[config.mk]
export PLATFORM = sky130hd
export DESIGN_NAME = fft_out_collector
export DESIGN_NICKNAME = d
export VERILOG_FILES = /design/src/rtl/fft_pkg.sv /design/src/rtl/fft_sat_scale.sv /design/src/rtl/fft_out_collector.sv
export SDC_FILE = /design/constraint.sdc
export NUM_CORES = 2
export LEC_CHECK = 0
export ABC_CLOCK_PERIOD_IN_PS = 5600
export BUFFER_PORTS_ARGS = -buffer_cell sky130_fd_sc_hd__buf_4
export CORE_ASPECT_RATIO = 1.2
export CORE_MARGIN = 3
export CORE_UTILIZATION = 63
export CTS_CLUSTER_DIAMETER = 100
export DETAILED_ROUTE_END_ITERATION = 8
export PLACE_DENSITY_LB_ADDON = 0.25
export SLEW_MARGIN = 0
export SYNTH_ARGS = -nofsm -noshare
export SYNTH_HDL_FRONTEND = slang
export SYNTH_SLANG_ARGS = --single-unit
export TNS_END_PERCENT = 20
[constraint.sdc]
create_clock -name Clk -period 5.6 [get_ports Clk]
set_input_delay 1.12 -clock Clk [delete_from_list [all_inputs] [get_ports Clk]]
set_output_delay 1.12 -clock Clk [all_outputs]
set_load 0.02 [all_outputs]
[src/rtl/fft_pkg.sv]
// Shared constants and types for the FFT output path.
// Samples travel as 32-bit {imag, real} words, matching the FFT input packing.
package fft_pkg;

    localparam int N_POINTS  = 64;
    localparam int FFT_OUT_W = 48;
    localparam int RE_LSB    = 0;
    localparam int IM_LSB    = 24;
    localparam int IN_W      = 19;
    localparam int OUT_W     = 16;

    typedef struct packed {
        logic signed [OUT_W-1:0] im;
        logic signed [OUT_W-1:0] re;
    } sample_t;

    typedef enum logic {
        FILL  = 1'b0,
        DRAIN = 1'b1
    } state_t;

endpackage

[src/rtl/fft_sat_scale.sv]
// Arithmetic right shift of a signed FFT field followed by saturation to OUT_W bits.
// The field is widened first so the saturation compare can never overflow.
module fft_sat_scale #(
    parameter int IN_W  = 19,
    parameter int OUT_W = 16,
    parameter int SHIFT = 0
) (
    input  logic [IN_W-1:0]  x_i,
    output logic [OUT_W-1:0] y_o,
    output logic             sat_o
);

    localparam int EW = IN_W + OUT_W;
    localparam logic signed [EW-1:0] SAT_MAX = {{(EW-OUT_W+1){1'b0}}, {(OUT_W-1){1'b1}}};
    localparam logic signed [EW-1:0] SAT_MIN = {{(EW-OUT_W+1){1'b1}}, {(OUT_W-1){1'b0}}};

    logic signed [EW-1:0] x_ext;
    logic signed [EW-1:0] y_ext;

    assign x_ext = {{OUT_W{x_i[IN_W-1]}}, x_i};
    assign y_ext = x_ext >>> SHIFT;

    always_comb begin
        y_o   = y_ext[OUT_W-1:0];
        sat_o = 1'b0;
        if (y_ext > SAT_MAX) begin
            y_o   = {1'b0, {(OUT_W-1){1'b1}}};
            sat_o = 1'b1;
        end else if (y_ext < SAT_MIN) begin
            y_o   = {1'b1, {(OUT_W-1){1'b0}}};
            sat_o = 1'b1;
        end
    end

endmodule

[src/rtl/fft_out_collector.sv]
// Collects one FFT output frame, scaled and saturated at write time, then replays it
// downstream as {imag, real} words. Input is stalled for the whole drain.
module fft_out_collector #(
    parameter int N_POINTS = fft_pkg::N_POINTS,
    parameter int IN_W     = fft_pkg::IN_W,
    parameter int OUT_W    = fft_pkg::OUT_W,
    parameter int SHIFT    = 0
) (
    input  logic                          Clk,
    input  logic                          Rst,
    input  logic [fft_pkg::FFT_OUT_W-1:0] s_axis_tdata,
    input  logic                          s_axis_tvalid,
    output logic                          s_axis_tready,
    input  logic                          s_axis_tlast,
    output logic [2*OUT_W-1:0]            m_axis_tdata,
    output logic                          m_axis_tvalid,
    input  logic                          m_axis_tready,
    output logic                          m_axis_tlast,
    output logic                          sat_event,
    output logic                          err_tlast_unexpected,
    output logic                          err_tlast_missing,
    output logic [7:0]                    frame_cnt
);
    import fft_pkg::*;

    localparam int AW = $clog2(N_POINTS);
    localparam logic [AW-1:0] LAST = AW'(N_POINTS - 1);

    state_t           state_q, state_d;
    logic [AW-1:0]    wr_addr_q, wr_addr_d;
    logic [AW-1:0]    rd_addr_q, rd_addr_d;
    logic [7:0]       frame_cnt_q, frame_cnt_d;
    logic             sat_q, sat_d;
    logic             unexp_q, unexp_d;
    logic             miss_q, miss_d;
    logic [2*OUT_W-1:0] buf_q [N_POINTS];

    logic [OUT_W-1:0] re_s, im_s;
    logic             re_sat, im_sat;
    logic             in_fire, out_fire;
    logic             unused_tdata;

    fft_sat_scale #(.IN_W(IN_W), .OUT_W(OUT_W), .SHIFT(SHIFT)) u_scale_re (
        .x_i  (s_axis_tdata[RE_LSB +: IN_W]),
        .y_o  (re_s),
        .sat_o(re_sat)
    );

    fft_sat_scale #(.IN_W(IN_W), .OUT_W(OUT_W), .SHIFT(SHIFT)) u_scale_im (
        .x_i  (s_axis_tdata[IM_LSB +: IN_W]),
        .y_o  (im_s),
        .sat_o(im_sat)
    );

    // Padding bits between and above the two fields carry no information.
    assign unused_tdata = ^{s_axis_tdata[FFT_OUT_W-1:IM_LSB+IN_W],
                            s_axis_tdata[IM_LSB-1:RE_LSB+IN_W]};

    assign in_fire  = s_axis_tvalid & s_axis_tready;
    assign out_fire = m_axis_tvalid & m_axis_tready;

    always_ff @(posedge Clk) begin
        if (Rst) begin
            state_q <= FILL;
        end else begin
            state_q <= state_d;
        end
    end

    always_comb begin
        state_d = state_q;
        case (state_q)
            FILL:    if (in_fire && wr_addr_q == LAST) state_d = DRAIN;
            DRAIN:   if (out_fire && rd_addr_q == LAST) state_d = FILL;
            default: state_d = FILL;
        endcase
    end

    always_comb begin
        s_axis_tready = (state_q == FILL) && !Rst;
        m_axis_tvalid = (state_q == DRAIN);
        m_axis_tlast  = (state_q == DRAIN) && (rd_addr_q == LAST);
        m_axis_tdata  = (state_q == DRAIN) ? buf_q[rd_addr_q] : '0;
    end

    always_comb begin
        wr_addr_d   = wr_addr_q;
        rd_addr_d   = rd_addr_q;
        frame_cnt_d = frame_cnt_q;
        sat_d       = 1'b0;
        unexp_d     = 1'b0;
        miss_d      = 1'b0;
        if (in_fire) begin
            sat_d = re_sat | im_sat;
            if (wr_addr_q == LAST) begin
                miss_d    = !s_axis_tlast;
                wr_addr_d = '0;
            end else if (s_axis_tlast) begin
                // Short frame: drop what was collected and wait for a fresh one.
                unexp_d   = 1'b1;
                wr_addr_d = '0;
            end else begin
                wr_addr_d = wr_addr_q + 1'b1;
            end
        end
        if (out_fire) begin
            if (rd_addr_q == LAST) begin
                rd_addr_d   = '0;
                frame_cnt_d = frame_cnt_q + 8'd1;
            end else begin
                rd_addr_d = rd_addr_q + 1'b1;
            end
        end
    end

    always_ff @(posedge Clk) begin
        if (Rst) begin
            wr_addr_q   <= '0;
            rd_addr_q   <= '0;
            frame_cnt_q <= '0;
            sat_q       <= 1'b0;
            unexp_q     <= 1'b0;
            miss_q      <= 1'b0;
        end else begin
            wr_addr_q   <= wr_addr_d;
            rd_addr_q   <= rd_addr_d;
            frame_cnt_q <= frame_cnt_d;
            sat_q       <= sat_d;
            unexp_q     <= unexp_d;
            miss_q      <= miss_d;
        end
    end

    always_ff @(posedge Clk) begin
        if (in_fire) begin
            buf_q[wr_addr_q] <= {im_s, re_s};
        end
    end

    assign sat_event            = sat_q;
    assign err_tlast_unexpected = unexp_q;
    assign err_tlast_missing    = miss_q;
    assign frame_cnt            = frame_cnt_q;

endmodule

==> impl_metrics.ini <==
[run_status]
outcome = completed

[logic_synthesis]
synthArstFlopShare_pct = 0
synth_top_area_share_pct = 76.9
yosysWarnings = 0
syn_inst = 3448
avgSynthCellArea_um2 = 23.2
synthTopCellsByArea = edfxtp_1 77%, mux4_2 16%, mux2i_1 1.8%
synth.distinct_cells = 53
synth_top_cell_by_area = edfxtp_1
synth-edff-count = 2048
syn-num-nets = 3504
ys_ff_latch = 2078
ys_seq_area_share_pct = 77.7
ys.flop_type = edfxtp_1
synth_area_um2 = 79900

[floorplanning]
start_util_pct = 63.7
die_area_um2 = 131000
io_pins = 99
rows = 142
core_um2 = 125000
die_y_um = 396
die_x_um = 331

[cts]
cts_setup_buffers = 0
clk_pin_slew_ps = 60
cts_buffer_depth = 3
ctsResizeCount = 0
cts_tree = yes
h-tree-depth = 4
hold_buffers = 0
cts_root_buf = clkbuf_16
cts_inserted_buffers = 185
cts.sinks = 2078
clock_latency_ps = 790

[routing]
drtIter0Drc = 4874
ant_nets = 0
drc = 0
wl_per_cell_um = 35.4
vias = 38300
wirelength_um = 194000
first_pass_iters = 5
vias_per_cell = 6.99

[sta]
layout_setup_ws_ps = 224
slew_viol_final = 0
final.period_utilization_pct = 96.0
fin_crit_ps = 5380
hold_viol_final = 0
fin_skew_ps = 16.3
max_clock_freq_mhz = 186
slew_headroom_pct = 8.88
tightest_slew_ps = 1370
fin_tns_setup_ps = 0
rsz0062_at_grt = false
finalSetupViolCount = 0

[critical_path]
rrSetupSlack_ps = 1690
crit_path_cell_trace = buf_12 > mux4_2 > mux4_2 > a22oi_1 > o21ai_1 > buf_4
rr_startpoint = m_axis_tvalid
r2r-end = buf_q[33][11]
path_class = register to output pin
endpoint_kind = output pin
reg2regPathDepth = 6
crit_buf_inv = 2
critPathMaxStageDelay_ps = 960
crit_top_cell = mux4_2
cp_top_family = flip-flops
slowest_stage = dfxtp_4
required_ps = 4480
critical_path_peak_fanout = 44
crit_arrival_ps = 4260
critPathLaunchType = register

[global_routing]
grt_pass1_vias = 39600
grt_max_degree = 73
grt_pass1_wl_um = 281000
globalRouteOverflowTotal = 0
track_usage_pct = 30.4
antenna_found_initial = 2

[power]
p_leak_nw = 26.1
vdd_drop_max_uv = 382
p_per_area_nw_per_um2 = 336

[finish]
antenna_cells = 0
final_common_cell = edfxtp_1
nFillCells = 6913
fin_nets = 3729
most-common-layout-cells = 2048 x edfxtp_1, 562 x mux4_2, 202 x buf_4
syn_to_final_growth_pct = 11.6
drive_above_1_share_pct = 30.0

[place]
place.detailed.hpwl_um = 106000
place_congestion = 0.834
portBuffers = 88
dp_slack_ps = 1110

[min_path]
hold_start = rd_addr_q[1]
min_path_type = register to register
min_path_cells = 2

[job]
maxCapViolCount = 0
## Yosys cell counts (3+ instances only)
library cell     n
buf_4           47
buf_2           66
o211ai_1        10
nor2b_1         12
a221o_1          3
o22a_1           4
o21ai_1          5
xor2_1          11
mux2i_1        141
buf_1           14
a32o_1           4
xnor2_1          4
clkbuf_1        43
nand3_1         34
inv_1            5
a221oi_1         6
mux4_2         562
a21oi_1         23
a31oi_1         16
edfxtp_1      2048
a211oi_1         4
nand2b_1         6
o21ai_0         13
mux2_2          13
o221ai_1         5
ha_1             3
nand4_1          7
buf_6           14
o22ai_1          8
nand2_1         80
a22oi_1         19
nor2_1         113
nor3_1          19
o21a_1          30
dfxtp_1         30
## layer usage
metal | up-vias | wire length (um) | global-route usage (%) | part of all wire (%)
met2 | 2480 | 99300 | 50.3 | 51
met1 | 20200 | 66900 | 40.7 | 35
met5 | - | 25 | 0 | 0.013
li1 | 15100 | - | - | -
met3 | 474 | 19400 | 6.15 | 10
met4 | 4 | 8030 | 11.5 | 4.1
## flip-flops by register name, summed over array words and instances (netlist names), named ones only
| register | cells |
|---|---|
| frame_cnt | 8 |
| err_tlast_missing | 1 |
| rd_addr_q | 6 |
| sat_event | 1 |
| err_tlast_unexpected | 1 |
| buf_q | 2048 |
| m_axis_tvalid | 1 |
| wr_addr_q | 6 |
## final cells by class
class | instances | area (um2) | area share (%)
multi-input combinational | 1178 | 17300 | 19.3
inverter | 8 | 32.5 | 0.0365
timing repair buffer | 222 | 1920 | 2.15
clock inverter | 98 | 862 | 0.967
clock buffer | 233 | 4920 | 5.51
tap | 1656 | 2070 | 2.32
sequential | 2078 | 62100 | 69.7
## cells by family (layout without fill, tap and decap cells)
kind of cell,count (synthesis),count (layout),share of synthesized area (%)
simple gates,284,284,1.55
mux,716,716,17.8
flops,2078,2078,77.7
fa+ha+maj,3,3,0.0470
xor+xnor,15,15,0.164
buf+inv,192,561,1.36
compound gates,160,160,1.39
## report_power, final
part	switching (mW)	internal [mW]
Combinational	0.408	0.0614
Clock	5.40	6.88
Sequential	0.00621	17.2
## worst max path at each step
| stage | from | end | slack [ps] | cells after the start |
|---|---|---|---|---|
| 6_report | register | m_axis_tdata[20] | 220 | 6 |
| 3_5_place_dp | register | m_axis_tdata[1] | 1110 | 6 |
| 5_1_grt | register | m_axis_tdata[1] | 70 | 6 |
| 4_1_cts | register | m_axis_tdata[1] | 240 | 6 |
| 2_1_floorplan | Rst | buf_q[40][0] | 660 | 6 |
| 3_3_place_gp | register | m_axis_tdata[1] | 1110 | 6 |
## through the flow
stage / area, um2 / instances / utilization [%] / hold WS [ps] / power (mW)
4_1_cts: 89100 / 5472 / 71.1 / 463 / 30.1
3_3_place_gp: 83400 / 5141 / 66.5 / 483 / 18.0
2_1_floorplan: 79900 / 3448 / - / 468 / 17.8
5_1_grt: 89200 / 5473 / 71.1 / 477 / 30.7
3_5_place_dp: 83400 / 5141 / 66.5 / 508 / 18.0
6_report: 89200 / 5473 / 71.1 / 513 / 30.0
## worst register-to-register path, stage by stage, from the launching register on
cell	delay (ps)
dfxtp_1	620
nor2_1	360
nand2_1	390
nor2_1	390
nand2_1	530
nor2_4	840
buf_4	440
Power figures use the tool's default switching activity.
